**src/rtl/stone_age_emitter_pkg.sv**
```systemverilog
// Shared definitions for the stone-age unit emitter.
//
// Contents:
//   DEFAULT_WIDTH - default binary count width (LED bar of 2**WIDTH-1 lamps)
//   state_t       - emitter FSM state encoding
//   max_int       - larger of two integers, used to size the tick counter
//   cnt_width     - bits needed to count 0..max_count-1 (at least one bit)
package stone_age_emitter_pkg;

    localparam int DEFAULT_WIDTH = 4;

    typedef enum logic [1:0] {
        ST_IDLE     = 2'd0,
        ST_PULSE_HI = 2'd1,
        ST_PULSE_LO = 2'd2,
        ST_DONE     = 2'd3
    } state_t;

    function automatic int max_int(input int a, input int b);
        return (a > b) ? a : b;
    endfunction

    // The tick counter only ever holds 0..max_count-1, so $clog2(max_count)
    // bits suffice; a single-tick phase still needs one physical bit.
    function automatic int cnt_width(input int max_count);
        return (max_count > 1) ? $clog2(max_count) : 1;
    endfunction

endpackage

```
**src/rtl/stone_age_emitter_therm_encode.sv**
```systemverilog
// Binary-to-thermometer encoder.
//
// Ports:
//   bin   [WIDTH-1:0]     - binary value r, 0..2**WIDTH-1
//   therm [2**WIDTH-2:0]  - bits [r-1:0] set, all others clear
//
// Purely combinational; shared between the emitter's LED load path and the
// display top.
module therm_encode
    import stone_age_emitter_pkg::*;
#(
    parameter int WIDTH = DEFAULT_WIDTH
) (
    input  logic [WIDTH-1:0]    bin,
    output logic [2**WIDTH-2:0] therm
);

    always_comb begin
        therm = '0;
        for (int i = 0; i < 2**WIDTH - 1; i++) begin
            if (i < int'(bin)) begin
                therm[i] = 1'b1;
            end
        end
    end

endmodule

```
**src/rtl/stone_age_emitter.sv**
```systemverilog
// Stone-age unit emitter: turns a binary count into a stream of that many
// high pulses, paced by a slow clock-enable, while showing the units still
// to go as a thermometer LED bar and as a binary count.
//
// Parameters:
//   WIDTH    - binary count width; LED bar has 2**WIDTH-1 lamps
//   HI_TICKS - tick periods the pulse stays high per unit
//   LO_TICKS - tick periods the pulse stays low between units
//
// Ports:
//   CLK        in   system clock, all registers on the rising edge
//   RST        in   synchronous active-high reset
//   tick       in   one-CLK-wide pacing enable from the clock divider
//   start      in   request to emit num_in units (taken only when ready)
//   num_in     in   binary unit count
//   ready      out  high only while idle
//   busy       out  high while emitting (pulse high or low phase)
//   done       out  one-CLK strobe after the last unit (or an empty request)
//   pulse      out  unit stream, one high pulse per unit
//   led        out  thermometer of units not yet emitted
//   remaining  out  binary count of units not yet emitted
//
// Every output is a register written by the FSM, so nothing on the outputs
// is decoded combinationally from the inputs.
module stone_age_emitter
    import stone_age_emitter_pkg::*;
#(
    parameter int WIDTH    = DEFAULT_WIDTH,
    parameter int HI_TICKS = 1,
    parameter int LO_TICKS = 1
) (
    input  logic                CLK,
    input  logic                RST,
    input  logic                tick,
    input  logic                start,
    input  logic [WIDTH-1:0]    num_in,
    output logic                ready,
    output logic                busy,
    output logic                done,
    output logic                pulse,
    output logic [2**WIDTH-2:0] led,
    output logic [WIDTH-1:0]    remaining
);

    localparam int LED_W   = 2**WIDTH - 1;
    localparam int CNT_MAX = max_int(HI_TICKS, LO_TICKS);
    localparam int CNT_W   = cnt_width(CNT_MAX);

    localparam logic [CNT_W-1:0] HI_LAST = CNT_W'(HI_TICKS - 1);
    localparam logic [CNT_W-1:0] LO_LAST = CNT_W'(LO_TICKS - 1);

    state_t             state_q;
    logic               ready_q;
    logic               busy_q;
    logic               done_q;
    logic               pulse_q;
    logic [LED_W-1:0]   led_q;
    logic [WIDTH-1:0]   remaining_q;
    logic [CNT_W-1:0]   cnt_q;

    // Thermometer pattern of the incoming request, loaded on acceptance.
    logic [LED_W-1:0]   led_load_d;

    therm_encode #(
        .WIDTH (WIDTH)
    ) u_therm (
        .bin   (num_in),
        .therm (led_load_d)
    );

    always_ff @(posedge CLK) begin
        if (RST) begin
            state_q     <= ST_IDLE;
            ready_q     <= 1'b1;
            busy_q      <= 1'b0;
            done_q      <= 1'b0;
            pulse_q     <= 1'b0;
            led_q       <= '0;
            remaining_q <= '0;
            cnt_q       <= '0;
        end else begin
            case (state_q)
                // Ticks are ignored here, so a tick on the accepting edge
                // never counts toward the first high phase.
                ST_IDLE: begin
                    if (start) begin
                        remaining_q <= num_in;
                        led_q       <= led_load_d;
                        cnt_q       <= '0;
                        ready_q     <= 1'b0;
                        if (num_in != '0) begin
                            state_q <= ST_PULSE_HI;
                            busy_q  <= 1'b1;
                            pulse_q <= 1'b1;
                        end else begin
                            state_q <= ST_DONE;
                            done_q  <= 1'b1;
                        end
                    end
                end

                // End of a high phase retires one unit; because led is always
                // a thermometer of remaining, a right shift clears exactly
                // bit [remaining-1].
                ST_PULSE_HI: begin
                    if (tick) begin
                        if (cnt_q == HI_LAST) begin
                            state_q     <= ST_PULSE_LO;
                            pulse_q     <= 1'b0;
                            remaining_q <= remaining_q - 1'b1;
                            led_q       <= led_q >> 1;
                            cnt_q       <= '0;
                        end else begin
                            cnt_q <= cnt_q + 1'b1;
                        end
                    end
                end

                // remaining is at least 1 whenever PULSE_HI is entered, so
                // the decrement above can never wrap.
                ST_PULSE_LO: begin
                    if (tick) begin
                        if (cnt_q == LO_LAST) begin
                            cnt_q <= '0;
                            if (remaining_q != '0) begin
                                state_q <= ST_PULSE_HI;
                                pulse_q <= 1'b1;
                            end else begin
                                state_q <= ST_DONE;
                                busy_q  <= 1'b0;
                                done_q  <= 1'b1;
                            end
                        end else begin
                            cnt_q <= cnt_q + 1'b1;
                        end
                    end
                end

                ST_DONE: begin
                    state_q <= ST_IDLE;
                    done_q  <= 1'b0;
                    ready_q <= 1'b1;
                    cnt_q   <= '0;
                end

                default: begin
                    state_q <= ST_IDLE;
                    ready_q <= 1'b1;
                    busy_q  <= 1'b0;
                    done_q  <= 1'b0;
                    pulse_q <= 1'b0;
                    cnt_q   <= '0;
                end
            endcase
        end
    end

    assign ready     = ready_q;
    assign busy      = busy_q;
    assign done      = done_q;
    assign pulse     = pulse_q;
    assign led       = led_q;
    assign remaining = remaining_q;

endmodule

```
**config.mk**
```make
export PLATFORM = sky130hd
export DESIGN_NAME = stone_age_emitter
export DESIGN_NICKNAME = d
export VERILOG_FILES = /design/src/rtl/stone_age_emitter_pkg.sv /design/src/rtl/stone_age_emitter_therm_encode.sv /design/src/rtl/stone_age_emitter.sv
export SDC_FILE = /design/constraint.sdc
export NUM_CORES = 1
export LEC_CHECK = 0
export BUFFER_PORTS_ARGS = -buffer_cell sky130_fd_sc_hd__buf_2
export CAP_MARGIN = 30
export CORE_ASPECT_RATIO = 1.2
export CORE_MARGIN = 2
export CORE_UTILIZATION = 50
export DETAILED_ROUTE_END_ITERATION = 10
export PLACE_DENSITY = 0.75
export REMOVE_ABC_BUFFERS = 1
export SYNTH_ARGS = -nofsm -noshare
export SYNTH_HDL_FRONTEND = slang
export SYNTH_SLANG_ARGS = --single-unit
```
**constraint.sdc**
```tcl
create_clock -name CLK -period 1.7 [get_ports CLK]
set_clock_uncertainty 0.15 [all_clocks]
set_input_delay 0.17 -clock CLK [delete_from_list [all_inputs] [get_ports CLK]]
set_output_delay 0.17 -clock CLK [all_outputs]
set_load 0.02 [all_outputs]
```
==> results of run 1 <==
critical path, cell delays in order:
cell           delay [ns]
dlygate4sd3_1        0.52
buf_2                0.14
nand2b_4             0.10
or3_1                0.31
a21oi_1              0.29
a311oi_1             0.13
sequential cells by signal (all words and copies together), names as in the netlist:
name / count
busy: 1
done: 1
led: 15
pulse: 1
ready: 1
remaining: 4
state_q: 2
what timing repair did:
action / 4_1_cts / 5_1_grt
endpoints found under the setup margin: 0 / 1
endpoints found under the hold margin: 8 / 0
hold buffers: 2 / 0
gates resized for setup: 0 / 3
stage by stage:
step,util,std cells
4_1_cts,0.619,221
2_1_floorplan,-,140
6_report,0.623,221
3_5_place_dp,0.600,215
5_1_grt,0.623,221
3_3_place_gp,0.600,215
cell type report:
| type | instances | area share |
|---|---|---|
| Timing Repair Buffer | 44 | 0.164 |
| Sequential cell | 25 | 0.315 |
| Inverter | 4 | 0.00944 |
| Tap cell | 33 | 0.0260 |
| Multi-Input combinational cell | 111 | 0.467 |
| Clock buffer | 3 | 0.0142 |
| Clock inverter | 1 | 0.00472 |
layout by cell type, fill, tap and decap left out, drive strengths merged, types with 3 or more instances in the layout:
master	instances
a211oi	9
a21oi	14
a22oi	3
a311oi	5
buf	42
clkbuf	3
dfxtp	25
inv	4
nand2	15
nand2b	4
nor2	22
nor2b	3
nor3	3
o211ai	3
logic make-up after synthesis:
| kind of cell | after synthesis | synth area share |
|---|---|---|
| fa+ha+maj | 1 | 0.00928 |
| flops | 25 | 0.371 |
| compound gates | 51 | 0.305 |
| buf+inv | 18 | 0.0845 |
| simple gates | 59 | 0.230 |
worst paths after layout:
kind,startpoint,endpoint,slack (ns),cells past startpoint
setup reg to reg,state_q[0],led[1],0.10,4
hold reg to reg,led[0],led[0],0.32,2
setup / recovery,start,led[1],0.09,6
hold / removal,num_in[1],led[1],0.02,3
metal layers:
metal / track usage / vias to the layer above / part of all wire
met2: 0.359 / 39 / 0.49
met1: 0.266 / 579 / 0.44
met4: 0.0902 / 0 / 0.013
li1: - / 627 / -
met3: 0.0222 / 5 / 0.053
met5: 0 / - / 0
power by group:
group / switching (mW) / leakage, nW / total [mW] / internal (mW)
clock network: 0.183 / 0.0139 / 0.273 / 0.0899
logic: 0.332 / 0.453 / 0.559 / 0.227
registers: 0.0571 / 0.207 / 0.716 / 0.659
total: 0.572 / 0.674 / 1.55 / 0.976
==> results.toml, run 1 <==
[placed_design]
gp_routability_congestion = 0.836
place_hpwl_mm = 2.27
place_area_sq_um = 1530
place_ws_ns = 0.0597
port-buffer-count = 30

[yosys]
yosysWarnings = 0
synth_commonest_cells = "dfxtp_1 (25), nor2_1 (22), nand2_1 (14), a21oi_1 (13), a211oi_1 (8)"
ys_seq_area_frac = 0.371
syn-cell-area_sq_um = 1350
avgSynthCellArea_sq_um = 8.75
async_reset_ff_frac = 0
yosysMostFrequentCell = "dfxtp_1"
yosysTopAreaCell = "dfxtp_1"
synth.ff_latch_count = 25
netlist_instances = 154
synthTopCellsByArea = "dfxtp_1 (37%), nor2_1 (6.1%), a21oi_1 (4.8%)"
synth_ff_type = "dfxtp_1"
synth_edf_count = 0
yosys.area.top_type_share = 0.371
ys_types = 47

[cells_and_area]
drive_above_1_share = 0.340
nFillCells = 232
syn2layout_area_growth_pct = 18.0
antenna_cells = 0
nets = 198
multi_input_area_sq_um = 742
final_cell_area_sq_um = 1590
register_area_sq_um = 502

[clocking]
cts_tree = "built"
max-clock-path-buffers = 2
ctsHtreeMaxLevel = 1
clkSinkCount = 25
cts_root_buffer = "clkbuf_4"
cts_setup_buffers = 0
cts_made_buffers = 3
clock_latency_ns = 0.32
path_clk_slew_ns = 0.15

[timing]
max_freq_mhz = 622
drv_slew = 0
setup_tns_ns = 0
hold_viol = 0
finalCritPeriodShare = 0.946
setup_slack_ns = 0.0921
period_needed_ns = 1.61
rsz0062_at_grt = "false"
tightestPinTransition_ns = 0.433
hold_slack_ns = 0.0172
max_slew_margin = 0.708
setup_viol = 0

[grt]
grt_max_degree = 16
grt_pass1_wl_mm = 5.00
overflow = 0
antenna_found_initial = 0
grt_usage = 0.209
grt_pass1_vias = 1155

[worst_setup_path]
required_ns = 1.76
timing.critical_path.fanout_max = 7
end_kind = "register"
criticalPathCategory = "in2reg"
startpoint_type = "input pin"
cp.arrival_ns = 1.67

[route]
viasPerCell = 5.66
wl_per_cell_microns = 13.8
routed_wl_mm = 3.06
drt_iter0_markers = 29
dr_total_vias = 1250
antenna_left = 0
first_pass_iters = 4
drc_errors = 0

[floorplan]
ios = 31
die-area_sq_um = 3130
die-width_microns = 51.4
fp.dieH_microns = 60.9
start_util = 0.528
rows = 20
core_area_sq_um = 2550

[run_status]
outcome = "complete, no violations"

[pwr]
p_per_area_nw_per_um2 = 974
irDropWorstVdd_v = 0.000574
total_power_mw = 1.55
p_leak_nw = 0.674

[worst_hold_path]
hold_class = "in2reg"

[job]
drv_cap = 0
No activity file was read; power rests on OpenSTA's default activity.
==> inputs of run 2 (changes only) <==
--- a/config.mk
+++ b/config.mk
@@ -11,6 +11,7 @@
 export CORE_MARGIN = 2
 export CORE_UTILIZATION = 50
 export DETAILED_ROUTE_END_ITERATION = 10
+export GPL_TIMING_DRIVEN = 0
 export PLACE_DENSITY = 0.75
 export REMOVE_ABC_BUFFERS = 1
 export SYNTH_ARGS = -nofsm -noshare
==> results.toml, run 2 (synthesis gave the netlist of run 1 again) <==
[worst_hold_path]
hold_end = "led[1]"
whs_path_depth = 3
min_from = "num_in[1]"
hold_class = "in2reg"

[timing]
setup_tns_ns = 0
finalCritPeriodShare = 0.953
setup_viol = 0
max_freq_mhz = 617
setup_slack_ns = 0.0794
rsz0062_at_grt = "false"
hold_slack_ns = 0.0321
tightestPinTransition_ns = 0.573
period_needed_ns = 1.62
hold_viol = 0
max_slew_margin = 0.615
drv_slew = 0

[route]
drc_errors = 0
antenna_left = 0
routed_wl_mm = 3.05
drt_iter0_markers = 25
first_pass_iters = 4
dr_total_vias = 1244
wl_per_cell_microns = 14.1
viasPerCell = 5.73

[pwr]
irDropWorstVdd_v = 0.000570
total_power_mw = 1.56
p_per_area_nw_per_um2 = 982
p_leak_nw = 0.665

[placed_design]
place_area_sq_um = 1440
gp_routability_congestion = 0.825
place_ws_ns = -0.400
place_hpwl_mm = 2.01
post-place-cells = 203
port-buffer-count = 30

[worst_setup_path]
worstReg2RegEnd = "led[6]"
cpPeakStageDelay_ns = 0.51
critical-path-slowest-cell = "dfxtp_4"
required_ns = 1.79
worst-r2r-setup-slack_ns = 0.08
end_kind = "register"
timing.critical_path.cells = "nand2b_4 -> and3_1 -> a22oi_1 -> a211oi_1"
reg2reg_depth = 4
cp_num_buf_inv = 0
reg2reg_from = "state_q[1]"
timing.critical_path.fanout_max = 18
cp.arrival_ns = 1.71
criticalPathCategory = "reg2reg"
startpoint_type = "register"
critPathTopFamily = "simple AND/OR/NAND/NOR gates"

[cells_and_area]
nets = 194
final_cell_area_sq_um = 1590
layout_common_cells = "buf_2 (30), nor2_1 (22), dfxtp_1 (22), nand2_1 (14), a21oi_1 (12)"
syn2layout_area_growth_pct = 18.2
fin_util = 0.624
layout_commonest_cell = "buf_2"
antenna_cells = 0
largest_reg_flops = 15
drive_above_1_share = 0.348
fin_cells = 217

[grt]
grt_usage = 0.201
grt_pass1_wl_mm = 4.82
grt_max_degree = 29
overflow = 0
antenna_found_initial = 0
grt_pass1_vias = 1101

[floorplan]
die-area_sq_um = 3130
core_area_sq_um = 2550
rows = 20
start_util = 0.528
ios = 31
fp.dieH_microns = 60.9
die-width_microns = 51.4

[clocking]
cts_tree = "built"
path_clk_slew_ns = 0.14
clock_latency_ns = 0.32
max-clock-path-buffers = 2
clkSinkCount = 25
ctsHtreeMaxLevel = 1
cts_root_buffer = "clkbuf_4"
cts_made_buffers = 3

[run_status]
outcome = "complete, no violations"

[job]
drv_cap = 0
## run 2: cell types whose count changed in the layout (fill, tap and decap cells not counted), sizes merged
cell / before / now
a21oi: 14 / 15
buf: 42 / 38
clkinv: 0 / 1
clkinvlp: 1 / 0
dlygate4sd3: 2 / 1
## run 2: worst reg2reg max path, cell delays in order (launching register included)
cell and delay [ns]:
dfxtp_4 0.51, nand2b_4 0.26, and3_1 0.27, a22oi_1 0.09, a211oi_1 0.25
## run 2: metal layers
layer / wire (microns) / GRT usage / vias to the layer above
met5: 0 / 0 / -
met4: 70 / 0.0940 / 0
met3: 126 / 0.0320 / 8
met2: 1500 / 0.342 / 29
met1: 1360 / 0.248 / 580
li1: - / - / 627
## run 2: timing repair
action	4_1_cts	5_1_grt
cloned	1	0
gates resized for setup	9	1
pin swaps	1	2
hold endpoints to repair	1	0
setup buffers	5	3
hold buffers	1	0
setup endpoints to repair	19	2
## run 2: worst max path at each step
stage	start	end	slack [ns]	cells past startpoint
6_report	state_q[1]	led[6]	0.08	4
5_1_grt	state_q[0]	pulse	0.002	5
4_1_cts	remaining[0]	pulse	0.003	5
3_5_place_dp	state_q[0]	led[12]	-0.40	4
3_3_place_gp	state_q[0]	led[12]	-0.35	4
2_1_floorplan	state_q[0]	led[12]	-0.05	4
## run 2: power breakdown
| part | internal [mW] | total, mW | switching [mW] | leakage (nW) |
|---|---|---|---|---|
| logic | 0.240 | 0.566 | 0.326 | 0.439 |
| clock network | 0.0881 | 0.268 | 0.180 | 0.0177 |
| registers | 0.659 | 0.730 | 0.0710 | 0.208 |
## run 2: area by class of cell
class,count,area (sq um)
clock inverters,1,5.00
repair buffers,39,233
clock buffers,3,22.5
well taps,33,41.3
inverters,4,15.0
flip-flops and latches,25,507
multi-input cells,112,769
fillers,240,960
==> inputs of run 3 (changes only) <==
==> constraint.sdc (replaced) <==
create_clock -name CLK -period 1.9 [get_ports CLK]
set_clock_uncertainty 0.15 [all_clocks]
set_input_delay 0.19 -clock CLK [delete_from_list [all_inputs] [get_ports CLK]]
set_output_delay 0.19 -clock CLK [all_outputs]
set_load 0.02 [all_outputs]
==> results.toml, run 3 (synthesis gave the netlist of run 1 again) <==
[run_status]
outcome = "complete, no violations"

[route]
top_layer_used = "met4"
first_pass_iters = 4
drc_errors = 0
drt_iter0_markers = 20
wl_met1_mm = 1.32
dr_total_vias = 1241
viasPerCell = 5.80
antenna_left = 0
dr_wl_met3_microns = 158
routed_wl_mm = 2.98
wl_met2_mm = 1.48
wl_per_cell_microns = 13.9

[placed_design]
post-place-cells = 203
place_ws_ns = -0.200
place_area_sq_um = 1440
port-buffer-count = 30
place_hpwl_mm = 2.01
gp_routability_congestion = 0.825

[floorplan]
fp.dieH_microns = 60.9
rows = 20
core_area_sq_um = 2550
start_util = 0.528
die-area_sq_um = 3130
ios = 31
die-width_microns = 51.4

[cells_and_area]
antenna_cells = 0
final_cell_area_sq_um = 1540
nFillCells = 248
fin_util = 0.601
nets = 191
layout_commonest_cell = "buf_2"
largest_reg_flops = 15
fin_cells = 214
drive_above_1_share = 0.315
syn2layout_area_growth_pct = 13.9
layout_common_cells = "buf_2 (30), dfxtp_1 (24), nor2_1 (22), nand2_1 (14), a21oi_1 (13)"

[timing]
rsz0062_at_grt = "false"
finalCritPeriodShare = 0.949
hold_viol = 0
setup_viol = 0
tightestPinTransition_ns = 0.560
max_freq_mhz = 554
setup_slack_ns = 0.0965
drv_slew = 0
max_slew_margin = 0.624
period_needed_ns = 1.80

[pwr]
total_power_mw = 1.36
p_per_area_nw_per_um2 = 886
irDropWorstVdd_v = 0.000533
p_leak_nw = 0.645

[grt]
grt_max_degree = 29
grt_usage = 0.197
antenna_found_initial = 0
grt_pass1_wl_mm = 4.73
overflow = 0
grt_pass1_vias = 1067

[clocking]
clock_latency_ns = 0.31
clkSinkCount = 25
ctsHtreeMaxLevel = 1
cts_root_buffer = "clkbuf_4"
postCtsHoldBufs = 0
cts_tree = "built"
cts_made_buffers = 3
path_clk_slew_ns = 0.13
max-clock-path-buffers = 2

[job]
drv_cap = 0

[worst_setup_path]
criticalPathCategory = "reg2reg"
startpoint_type = "register"
required_ns = 1.94
timing.critical_path.fanout_max = 11
cp.arrival_ns = 1.84
end_kind = "register"

[worst_hold_path]
hold_class = "in2reg"
run 3: routing by layer:
metal / up-vias / GRT usage
met5: - / 0
met4: 0 / 0.0827
met3: 2 / 0.0222
met2: 37 / 0.335
met1: 580 / 0.255
li1: 622 / -
run 3: worst paths after layout:
path,slack [ns],start,end,cells after the start
min,0.02,start,state_q[0],2
min reg2reg,0.32,led[0],led[0],2
max reg2reg,0.1,state_q[0],led[1],4
max,0.1,state_q[0],led[1],4
run 3: report_power, final:
part / internal (mW) / switching (mW)
combinational: 0.190 / 0.284
sequential: 0.589 / 0.0628
clock: 0.0787 / 0.155
run 3: timing repair:
item	in CTS	in global routing
buffers inserted	0	6
cloned	1	0
endpoints found under the setup margin	16	11
resized for setup	2	1
pin swaps	1	0
run 3: layout make-up:
cell class | count | area (sq um) | area share
well taps | 33 | 41.3 | 0.0269
clock inverters | 1 | 5.00 | 0.00326
multi-input cells | 112 | 754 | 0.491
inverters | 4 | 15.0 | 0.00978
repair buffers | 36 | 195 | 0.127
clock buffers | 3 | 22.5 | 0.0147
flip-flops and latches | 25 | 502 | 0.327
run 3: metrics by stage:
stage / TNS, ns / hold slack, ns
3_3_place_gp: -0.387 / 0.289
2_1_floorplan: 0 / 0.105
5_1_grt: 0 / 0.0304
4_1_cts: 0 / 0.0189
3_5_place_dp: -0.752 / 0.295
6_report: 0 / 0.0240
run 3: critical path: stages (launching register included):
cell	delay, ns
dfxtp_1	0.48
nand2b_4	0.27
or3_1	0.32
a21oi_1	0.32
a311oi_1	0.14
